`src/rtl/spi_xfer_arbiter.sv`:
```
// Round-robin arbiter sharing one SPI transfer engine between ADC capture (req 0)
// and DAC playback (req 1), with a start/transfer watchdog and registered outputs.
module spi_xfer_arbiter #(
    parameter int DATA_WIDTH    = 16,
    parameter int START_TIMEOUT = 8,
    parameter int XFER_TIMEOUT  = 64,
    parameter int TMR_WIDTH     = 7
) (
    input  logic                  clk,
    input  logic                  rst,
    input  logic [1:0]            req,
    input  logic [DATA_WIDTH-1:0] tx_data0,
    input  logic [DATA_WIDTH-1:0] tx_data1,
    output logic [1:0]            ack,
    output logic [DATA_WIDTH-1:0] rx_data,
    output logic                  err,
    output logic                  busy,
    output logic                  xfer_start,
    output logic                  xfer_sel,
    output logic [DATA_WIDTH-1:0] xfer_tx,
    input  logic [DATA_WIDTH-1:0] xfer_rx,
    input  logic                  xfer_done
);

    typedef enum logic [2:0] {
        IDLE     = 3'd0,
        START    = 3'd1,
        WAIT_LOW = 3'd2,
        BUSY     = 3'd3,
        DONE     = 3'd4
    } state_t;

    localparam logic [TMR_WIDTH-1:0] START_LAST = TMR_WIDTH'(START_TIMEOUT - 1);
    localparam logic [TMR_WIDTH-1:0] XFER_LAST  = TMR_WIDTH'(XFER_TIMEOUT - 1);
    localparam logic [TMR_WIDTH-1:0] TMR_MAX    = {TMR_WIDTH{1'b1}};

    state_t                  state_q;
    logic                    last_grant_q;
    logic                    timeout_q;
    logic [TMR_WIDTH-1:0]    tmr_q;
    logic [1:0]              ack_q;
    logic                    err_q;
    logic                    busy_q;
    logic                    xfer_start_q;
    logic                    xfer_sel_q;
    logic [DATA_WIDTH-1:0]   xfer_tx_q;
    logic [DATA_WIDTH-1:0]   rx_data_q;

    logic                    grant_d;
    logic [DATA_WIDTH-1:0]   xfer_tx_d;
    logic [TMR_WIDTH-1:0]    tmr_d;
    logic [1:0]              ack_d;

    // A lone request wins outright; a tie goes to whoever was not served last.
    always_comb begin
        grant_d = req[1];
        if (req == 2'b11) begin
            grant_d = ~last_grant_q;
        end
        xfer_tx_d = grant_d ? tx_data1 : tx_data0;
        tmr_d     = (tmr_q == TMR_MAX) ? tmr_q : tmr_q + 1'b1;
        ack_d     = xfer_sel_q ? 2'b10 : 2'b01;
    end

    always_ff @(posedge clk or posedge rst) begin
        if (rst) begin
            state_q      <= IDLE;
            last_grant_q <= 1'b1;
            timeout_q    <= 1'b0;
            tmr_q        <= '0;
            ack_q        <= 2'b00;
            err_q        <= 1'b0;
            busy_q       <= 1'b0;
            xfer_start_q <= 1'b0;
            xfer_sel_q   <= 1'b0;
            xfer_tx_q    <= '0;
            rx_data_q    <= '0;
        end else begin
            xfer_start_q <= 1'b0;
            ack_q        <= 2'b00;
            err_q        <= 1'b0;
            case (state_q)
                IDLE: begin
                    // A reset may have left the engine mid-transfer, so never grant until it is idle.
                    if (xfer_done && (req != 2'b00)) begin
                        xfer_sel_q <= grant_d;
                        xfer_tx_q  <= xfer_tx_d;
                        busy_q     <= 1'b1;
                        state_q    <= START;
                    end
                end
                START: begin
                    xfer_start_q <= 1'b1;
                    tmr_q        <= '0;
                    state_q      <= WAIT_LOW;
                end
                WAIT_LOW: begin
                    if (!xfer_done) begin
                        tmr_q   <= '0;
                        state_q <= BUSY;
                    end else if (tmr_q == START_LAST) begin
                        timeout_q <= 1'b1;
                        ack_q     <= ack_d;
                        err_q     <= 1'b1;
                        state_q   <= DONE;
                    end else begin
                        tmr_q <= tmr_d;
                    end
                end
                BUSY: begin
                    if (xfer_done) begin
                        rx_data_q <= xfer_rx;
                        ack_q     <= ack_d;
                        err_q     <= timeout_q;
                        state_q   <= DONE;
                    end else if (tmr_q == XFER_LAST) begin
                        timeout_q <= 1'b1;
                        ack_q     <= ack_d;
                        err_q     <= 1'b1;
                        state_q   <= DONE;
                    end else begin
                        tmr_q <= tmr_d;
                    end
                end
                DONE: begin
                    last_grant_q <= xfer_sel_q;
                    timeout_q    <= 1'b0;
                    busy_q       <= 1'b0;
                    state_q      <= IDLE;
                end
                default: begin
                    busy_q  <= 1'b0;
                    state_q <= IDLE;
                end
            endcase
        end
    end

    assign ack        = ack_q;
    assign rx_data    = rx_data_q;
    assign err        = err_q;
    assign busy       = busy_q;
    assign xfer_start = xfer_start_q;
    assign xfer_sel   = xfer_sel_q;
    assign xfer_tx    = xfer_tx_q;

endmodule

```
`config.mk`:
```
export PLATFORM = sky130hd
export DESIGN_NAME = spi_xfer_arbiter
export DESIGN_NICKNAME = d
export VERILOG_FILES = /design/src/rtl/spi_xfer_arbiter.sv
export SDC_FILE = /design/constraint.sdc
export NUM_CORES = 1
export LEC_CHECK = 0
export ABC_AREA = 1
export ABC_CLOCK_PERIOD_IN_PS = 3800
export BUFFER_PORTS_ARGS = -buffer_cell sky130_fd_sc_hd__clkbuf_2
export CORE_UTILIZATION = 30
export CTS_CLUSTER_SIZE = 20
export DETAILED_ROUTE_END_ITERATION = 7
export PLACE_DENSITY = 0.5
export SLEW_MARGIN = 15
export SYNTH_ARGS = -nofsm -noshare
export SYNTH_HDL_FRONTEND = slang
export SYNTH_SLANG_ARGS = --single-unit
export TNS_END_PERCENT = 50
```
`constraint.sdc`:
```
create_clock -name clk -period 3.8 [get_ports clk]
set_clock_uncertainty 0.15 [all_clocks]
set_input_delay 0.76 -clock clk [delete_from_list [all_inputs] [get_ports clk]]
set_output_delay 0.76 -clock clk [all_outputs]
set_load 0.05 [all_outputs]
```
After elaboration in Yosys (flattened, before gate mapping). Index checks and enable logic that the tools add are counted.

Register bits: 50. Output and inout bits: 38.

Reduce and logical (&&, ||, !) cells: 12. Bitwise operators: 2. Multiplexer cells: 33. $add $sub $neg: 1. Equal/unequal tests: 17.

Operators with widths (number): two-way mux 7 bit (5); case mux 7 bit (3 select lines) (1); two-way mux 16 bit (1); two-way mux 3 bit (5); inequality test 2 bit (second input constant) (6); case mux 3 bit (4 select lines) (1); two-way mux 1 bit (11); two-way mux 2 bit (5); inequality test 3 bit (second input constant) (3); adder 7 x 1 -> 7 bit (second input constant) (1); == test 7 x 3 -> 1 bit (second input constant) (1); == test 7 x 6 -> 1 bit (second input constant) (1); == test 7 bit (second input constant) (1); == test 3 x 2 -> 1 bit (second input constant) (2); AND reduction 2 bit (3); nonzero test 3 bit (2); AND reduction 5 bit (1); case mux 1 bit (2 select lines) (2); case mux 2 bit (2 select lines) (1); AND reduction 4 bit (1); == test 3 x 1 -> 1 bit (second input constant) (1); == test 3 bit (second input constant) (1); logical NOT 3 bit (1); case mux 1 bit (3 select lines) (1); other kinds (6) (7).

Logic depth before layout (Yosys ltp).
Word-level depth: 5. Mapped depth: 10. Gate-level depth less buffers: 10.

Worst setup path after synthesis. Ideal clock, no wire load.

Path type: input-to-reg. From: input req[1]. To: register xfer_tx_q[8] (netlist: xfer_tx[8]). Arrival: 1.585 ns. Data required time: 3.574 ns. Setup slack: 1.989 ns. Setup time: 0.076 ns. Path buffers: 1. Cell stages on the path: 6. Cells stage by stage: o21ai_0 -> nor2_4 -> inv_2 -> buf_2 -> nand2_1 -> o21ai_1.

Cells in the longest elaborated chain, start to end: 3.

RTL lines: start: declaration (line 11) `input logic [1:0] req,`; == test 2 bit or nonzero test 2 bit (tied branches) (line 57, 85); two-way mux 1 bit or logical AND 1 bit (tied branches) (line 57, 85); two-way mux 16 bit or AND reduction 2 bit (tied branches); end signal: assignment (line 87) `xfer_tx_q <= xfer_tx_d;`; end: declaration (line 46) `logic [DATA_WIDTH-1:0] xfer_tx_q;`.

Parallel ways exist; a longest one is shown, timed or not. A chain may end at the register's enable or synchronous reset.

Worst setup path in the final report.
From: input req[0]. To: register xfer_tx_q[4] (netlist: xfer_tx[4]).

Same word-level chain as after synthesis.

==> tab_implementation.tex <==
\begin{tabular}{lr}
\hline
Metric & Value \\
\hline
\multicolumn{2}{l}{\textbf{Drt}} \\
\quad Post-detailed-route DRC marker count & 0 \\
\quad Wire length reported by the detailed router & about 5400 um \\
\quad Initial drt markers & 97 \\
\quad Final ANT Viol Nets & 0 \\
\quad Detailed-route via count & 2,049 \\
\quad Number of iterations in the first detailed-routing pass & 4 \\
\quad Routed wire length per instance & roughly 12 um \\
\quad Via density per instance & 4.49 \\
\multicolumn{2}{l}{\textbf{Synth}} \\
\quad Most frequently used flop master after synthesis & sky130\_fd\_sc\_hd\_\_dfrtp\_1 \\
\quad Yosys Warn Count & 0 \\
\quad Syn Inst Count & 262 \\
\quad Library cell with the highest instance count after synthesis & sky130\_fd\_sc\_hd\_\_nand2\_1 \\
\quad Share of synthesized flip-flops with an asynchronous set or reset & 1.00 \\
\quad List of most frequent post-synthesis cells & sky130\_fd\_sc\_hd\_\_nand2\_1 (59), sky130\_fd\_sc\_hd\_\_dfrtp\_1 (49), sky130\_fd\_sc\_hd\_\_o21ai\_0 (28) \\
\quad EDFF count, synth & 0 \\
\quad Count of different cell masters after synthesis & 31 \\
\quad Proportion of synthesized chip area in sequential cells & 0.511 \\
\quad Avg Inst Size Synth & just over 9 sq um \\
\quad Total of flip-flops plus latches after synthesis & 50 \\
\quad Mapped Nets & 316 \\
\quad Leading post-synthesis cells by cell area & sky130\_fd\_sc\_hd\_\_dfrtp\_1 (50\%), sky130\_fd\_sc\_hd\_\_nand2\_1 (9.0\%), sky130\_fd\_sc\_hd\_\_o21ai\_0 (5.7\%), sky130\_fd\_sc\_hd\_\_mux2\_4 (5.5\%), sky130\_fd\_sc\_hd\_\_nor2\_1 (4.1\%) \\
\quad Mapped Area & 0.00245 sq mm \\
\quad Area share of the largest cell type after synthesis & 0.500 \\
\quad Yosys top cell by area & sky130\_fd\_sc\_hd\_\_dfrtp\_1 \\
\multicolumn{2}{l}{\textbf{Floorplan}} \\
\quad Placeable core region & 0.00781 sq mm \\
\quad Die Outline Area & $\sim$0.0085 sq mm \\
\quad Starting Density & 0.314 \\
\quad Overall die height & 92.4 um \\
\quad Horiz. Die Dim & 92.4 um \\
\quad Number of placement rows & 32 \\
\quad Ports placed on the boundary & roughly 90 \\
\multicolumn{2}{l}{\textbf{STA}} \\
\quad Hold Vio Cnt, Final & 0 \\
\quad Crit path time final & between 2 and 2.5 ns \\
\quad Part of the cycle the worst path needs & 0.541 \\
\quad Unrepaired setup endpoints after global routing & false \\
\quad Slew at the pin closest to its max-slew limit & roughly 0.60 ns \\
\quad Total negative slack & 0 ns \\
\quad Final setup violation count & 0 \\
\quad Total count of max-transition violations in the final report & 0 \\
\quad Worst slew slack as a fraction of its limit & 0.601 \\
\quad FMAX & 487 MHz \\
\multicolumn{2}{l}{\textbf{Layout}} \\
\quad Ant diodes & 0 \\
\quad Number of nets in the layout & slightly above 400 \\
\quad Total of fill cells in the finished design & 819 \\
\quad Post-synthesis to final-layout area growth & 24.6\% \\
\quad Share of cells above drive strength 1 & 0.384 \\
\multicolumn{2}{l}{\textbf{GRT}} \\
\quad Via count of the first global-routing pass & roughly 2,000 \\
\quad Largest net degree at the start of global routing & 30 \\
\quad Global-route wire length before repair & 9320 um \\
\quad Number of antenna violations at the first check in global routing & 0 \\
\quad Remaining Overflow, GRT & 0 \\
\quad Overall fraction of global-route tracks in use & 0.134 \\
\multicolumn{2}{l}{\textbf{Place}} \\
\quad Final HPWL DP & $\sim$4000 um \\
\quad Final weighted congestion in routability-driven placement & between 0.7 and 0.8 \\
\quad \# port buffers & 90 \\
\multicolumn{2}{l}{\textbf{Setup path}} \\
\quad Nature of the critical path startpoint & primary input \\
\quad Worst EP arrival & about 2.1 ns \\
\quad Largest incremental delay on the critical path & 0.44 ns \\
\quad CP dominant cell by count & sky130\_fd\_sc\_hd\_\_nand2\_1 \\
\quad CP max stage cell & sky130\_fd\_sc\_hd\_\_nand2\_1 \\
\quad Critical path startpoint & req[0] \\
\quad Series of cell instances along the critical path & clkbuf\_2, nand2\_1, nand2\_1, inv\_1, o21ai\_0, o21ai\_1 \\
\quad Flop-to-flop setup slack & roughly 1.8 ns \\
\quad Kind of cell adding the most delay to the critical path & simple AND/OR/NAND/NOR gates \\
\quad Worst setup endpoint & xfer\_tx[4]\$\_DFFE\_PP0P\_ \\
\quad Crit end category & flip-flop \\
\quad RR Startpoint & last\_grant\_q\$\_DFFE\_PP1N\_ \\
\quad Required arrival time at the worst endpoint & $\sim$3.8 ns \\
\quad Depth of the worst register-to-register path & 5 \\
\quad Class of the most critical setup path & in -> reg \\
\quad Top fanout value on the critical path & 17 \\
\quad Worst Path Buf+Inv & 2 \\
\quad Depth of the critical timing path with buffers and inverters included & 6 \\
\quad Capture point of the worst reg-to-reg path & xfer\_tx[4]\$\_DFFE\_PP0P\_ \\
\multicolumn{2}{l}{\textbf{CTS}} \\
\quad Post-CTS Setup Bufs & 0 \\
\quad Number of buffers inserted during clock tree synthesis & 5 \\
\quad CTS-repair resized insts & 0 \\
\quad Number of clock sinks & 50 \\
\quad Number of hold buffers added after CTS & 0 \\
\quad TritonCTS clock tree & yes \\
\quad Clock latency of the later-clocked register in the worst-skew pair & $\sim$0.30 ns \\
\quad Clock Tree Root & sky130\_fd\_sc\_hd\_\_clkbuf\_8 \\
\quad Maximum buffer depth of the clock tree & 2 \\
\quad Clock transition at path regs & roughly 0.080 ns \\
\quad Number of levels the H-tree was split into & 2 \\
\multicolumn{2}{l}{\textbf{Job}} \\
\quad Maximum capacitance violations & 0 \\
\multicolumn{2}{l}{\textbf{Power and ir drop}} \\
\quad Pwr per Cell Area & roughly 900 mW/mm\^{}2 \\
\quad IR Drop Worst-Case VDD & between 0.3 and 0.4 mV \\
\quad Power consumption & 2.67 mW \\
\quad Leakage & 1.62 nW \\
\multicolumn{2}{l}{\textbf{Hold path}} \\
\quad Launch instance of the worst min-delay path & xfer\_sel\$\_DFFE\_PP0P\_ \\
\quad Worst hold-check path type & reg -> reg \\
\multicolumn{2}{l}{\textbf{Status}} \\
\quad Outcome & complete, no violations \\
\hline
\end{tabular}
## registers in the layout, indices dropped and copies added, names as in the netlist
signal,cells
rx_data,16
xfer_tx,16
tmr_q,7
state_q,3
ack,2
busy,1
err,1
last_grant_q,1
timeout_q,1
xfer_sel,1
xfer_start,1
## per-stage QoR
stage / instance area (sq um) / hold slack (ns) / setup WS, ns / utilization / std cells
floorplan: 2450 / 0.292 / 1.69 / - / 262
global placement: 2970 / 0.293 / 1.36 / 0.380 / 448
detailed placement: 2970 / 0.309 / 1.38 / 0.380 / 448
CTS: 3050 / 0.322 / 1.70 / 0.391 / 456
global route: 3050 / 0.359 / 1.55 / 0.391 / 456
finish: 3050 / 0.313 / 1.75 / 0.391 / 456
## kinds of logic after synthesis
logic type               count (synthesis)  share of synthesized area
AO/OA/AOI/OAI                           47                      0.104
XOR/XNOR                                 1                    0.00357
adder cells (fa/ha/maj)                  1                    0.00510
buffers and inverters                   27                     0.0582
flip-flops                              50                      0.511
multiplexers                            16                     0.0873
AND/OR/NAND/NOR                        120                      0.231
## worst register-to-register path, stage by stage (launching register included)
cell and delay [ns]:
sky130_fd_sc_hd__dfstp_2 0.54, sky130_fd_sc_hd__nand2_1 0.05, sky130_fd_sc_hd__nand2_1 0.44, sky130_fd_sc_hd__inv_1 0.37, sky130_fd_sc_hd__o21ai_0 0.27, sky130_fd_sc_hd__o21ai_1 0.09
## power by group
part | internal [mW] | total (mW) | switching (mW)
combinational | 0.392 | 1.48 | 1.08
sequential | 0.753 | 0.893 | 0.139
clock | 0.131 | 0.306 | 0.175
total | 1.28 | 2.67 | 1.40
## worst min-delay path by stage
| stage | endpoint | slack [ns] | depth (start not counted) |
|---|---|---|---|
| finish | ack[0]$_DFF_PP0_ | 0.31 | 1 |
| CTS | ack[0]$_DFF_PP0_ | 0.32 | 1 |
| detailed placement | ack[0]$_DFF_PP0_ | 0.31 | 1 |
| global route | ack[0]$_DFF_PP0_ | 0.36 | 1 |
| global placement | ack[0]$_DFF_PP0_ | 0.29 | 1 |
| floorplan | timeout_q$_DFFE_PP0P_ | 0.29 | 2 |
## metal layers
layer	share of wire	track usage
met3	0.049	0.0296
met2	0.48	0.221
met4	0.0055	0.0247
met5	0	0
met1	0.47	0.182
## layout make-up
| class | count | area [sq um] | area share |
|---|---|---|---|
| Clock inverter | 1 | 7.51 | 0.00246 |
| Timing Repair Buffer | 91 | 458 | 0.150 |
| Sequential cell | 50 | 1250 | 0.410 |
| Clock buffer | 7 | 76.3 | 0.0250 |
| Multi-Input combinational cell | 185 | 1060 | 0.346 |
| Inverter | 20 | 75.1 | 0.0246 |
| Tap cell | 102 | 128 | 0.0418 |
## cells in the final DEF, fill, tap and decap left out
master,instances
sky130_fd_sc_hd__a21oi_1,2
sky130_fd_sc_hd__a31oi_1,1
sky130_fd_sc_hd__buf_4,1
sky130_fd_sc_hd__clkbuf_1,2
sky130_fd_sc_hd__clkbuf_2,90
sky130_fd_sc_hd__clkbuf_8,5
sky130_fd_sc_hd__clkinvlp_4,1
sky130_fd_sc_hd__dfrtp_1,49
sky130_fd_sc_hd__dfstp_2,1
sky130_fd_sc_hd__ha_1,1
sky130_fd_sc_hd__inv_1,15
sky130_fd_sc_hd__inv_2,5
sky130_fd_sc_hd__mux2_2,7
sky130_fd_sc_hd__mux2_4,9
sky130_fd_sc_hd__nand2_1,59
sky130_fd_sc_hd__nand2_2,7
sky130_fd_sc_hd__nand2_4,1
sky130_fd_sc_hd__nand2_8,1
sky130_fd_sc_hd__nand3_1,12
sky130_fd_sc_hd__nand3_2,1
sky130_fd_sc_hd__nand4_1,6
sky130_fd_sc_hd__nand4_2,1
sky130_fd_sc_hd__nor2_1,27
sky130_fd_sc_hd__nor2_2,1
sky130_fd_sc_hd__nor2_4,1
sky130_fd_sc_hd__nor2_8,1
sky130_fd_sc_hd__nor3_1,2
sky130_fd_sc_hd__o211ai_1,3
sky130_fd_sc_hd__o21ai_0,28
sky130_fd_sc_hd__o21ai_1,10
sky130_fd_sc_hd__o21ai_2,3
sky130_fd_sc_hd__xor2_1,1
Power figures use the tool's default switching activity.
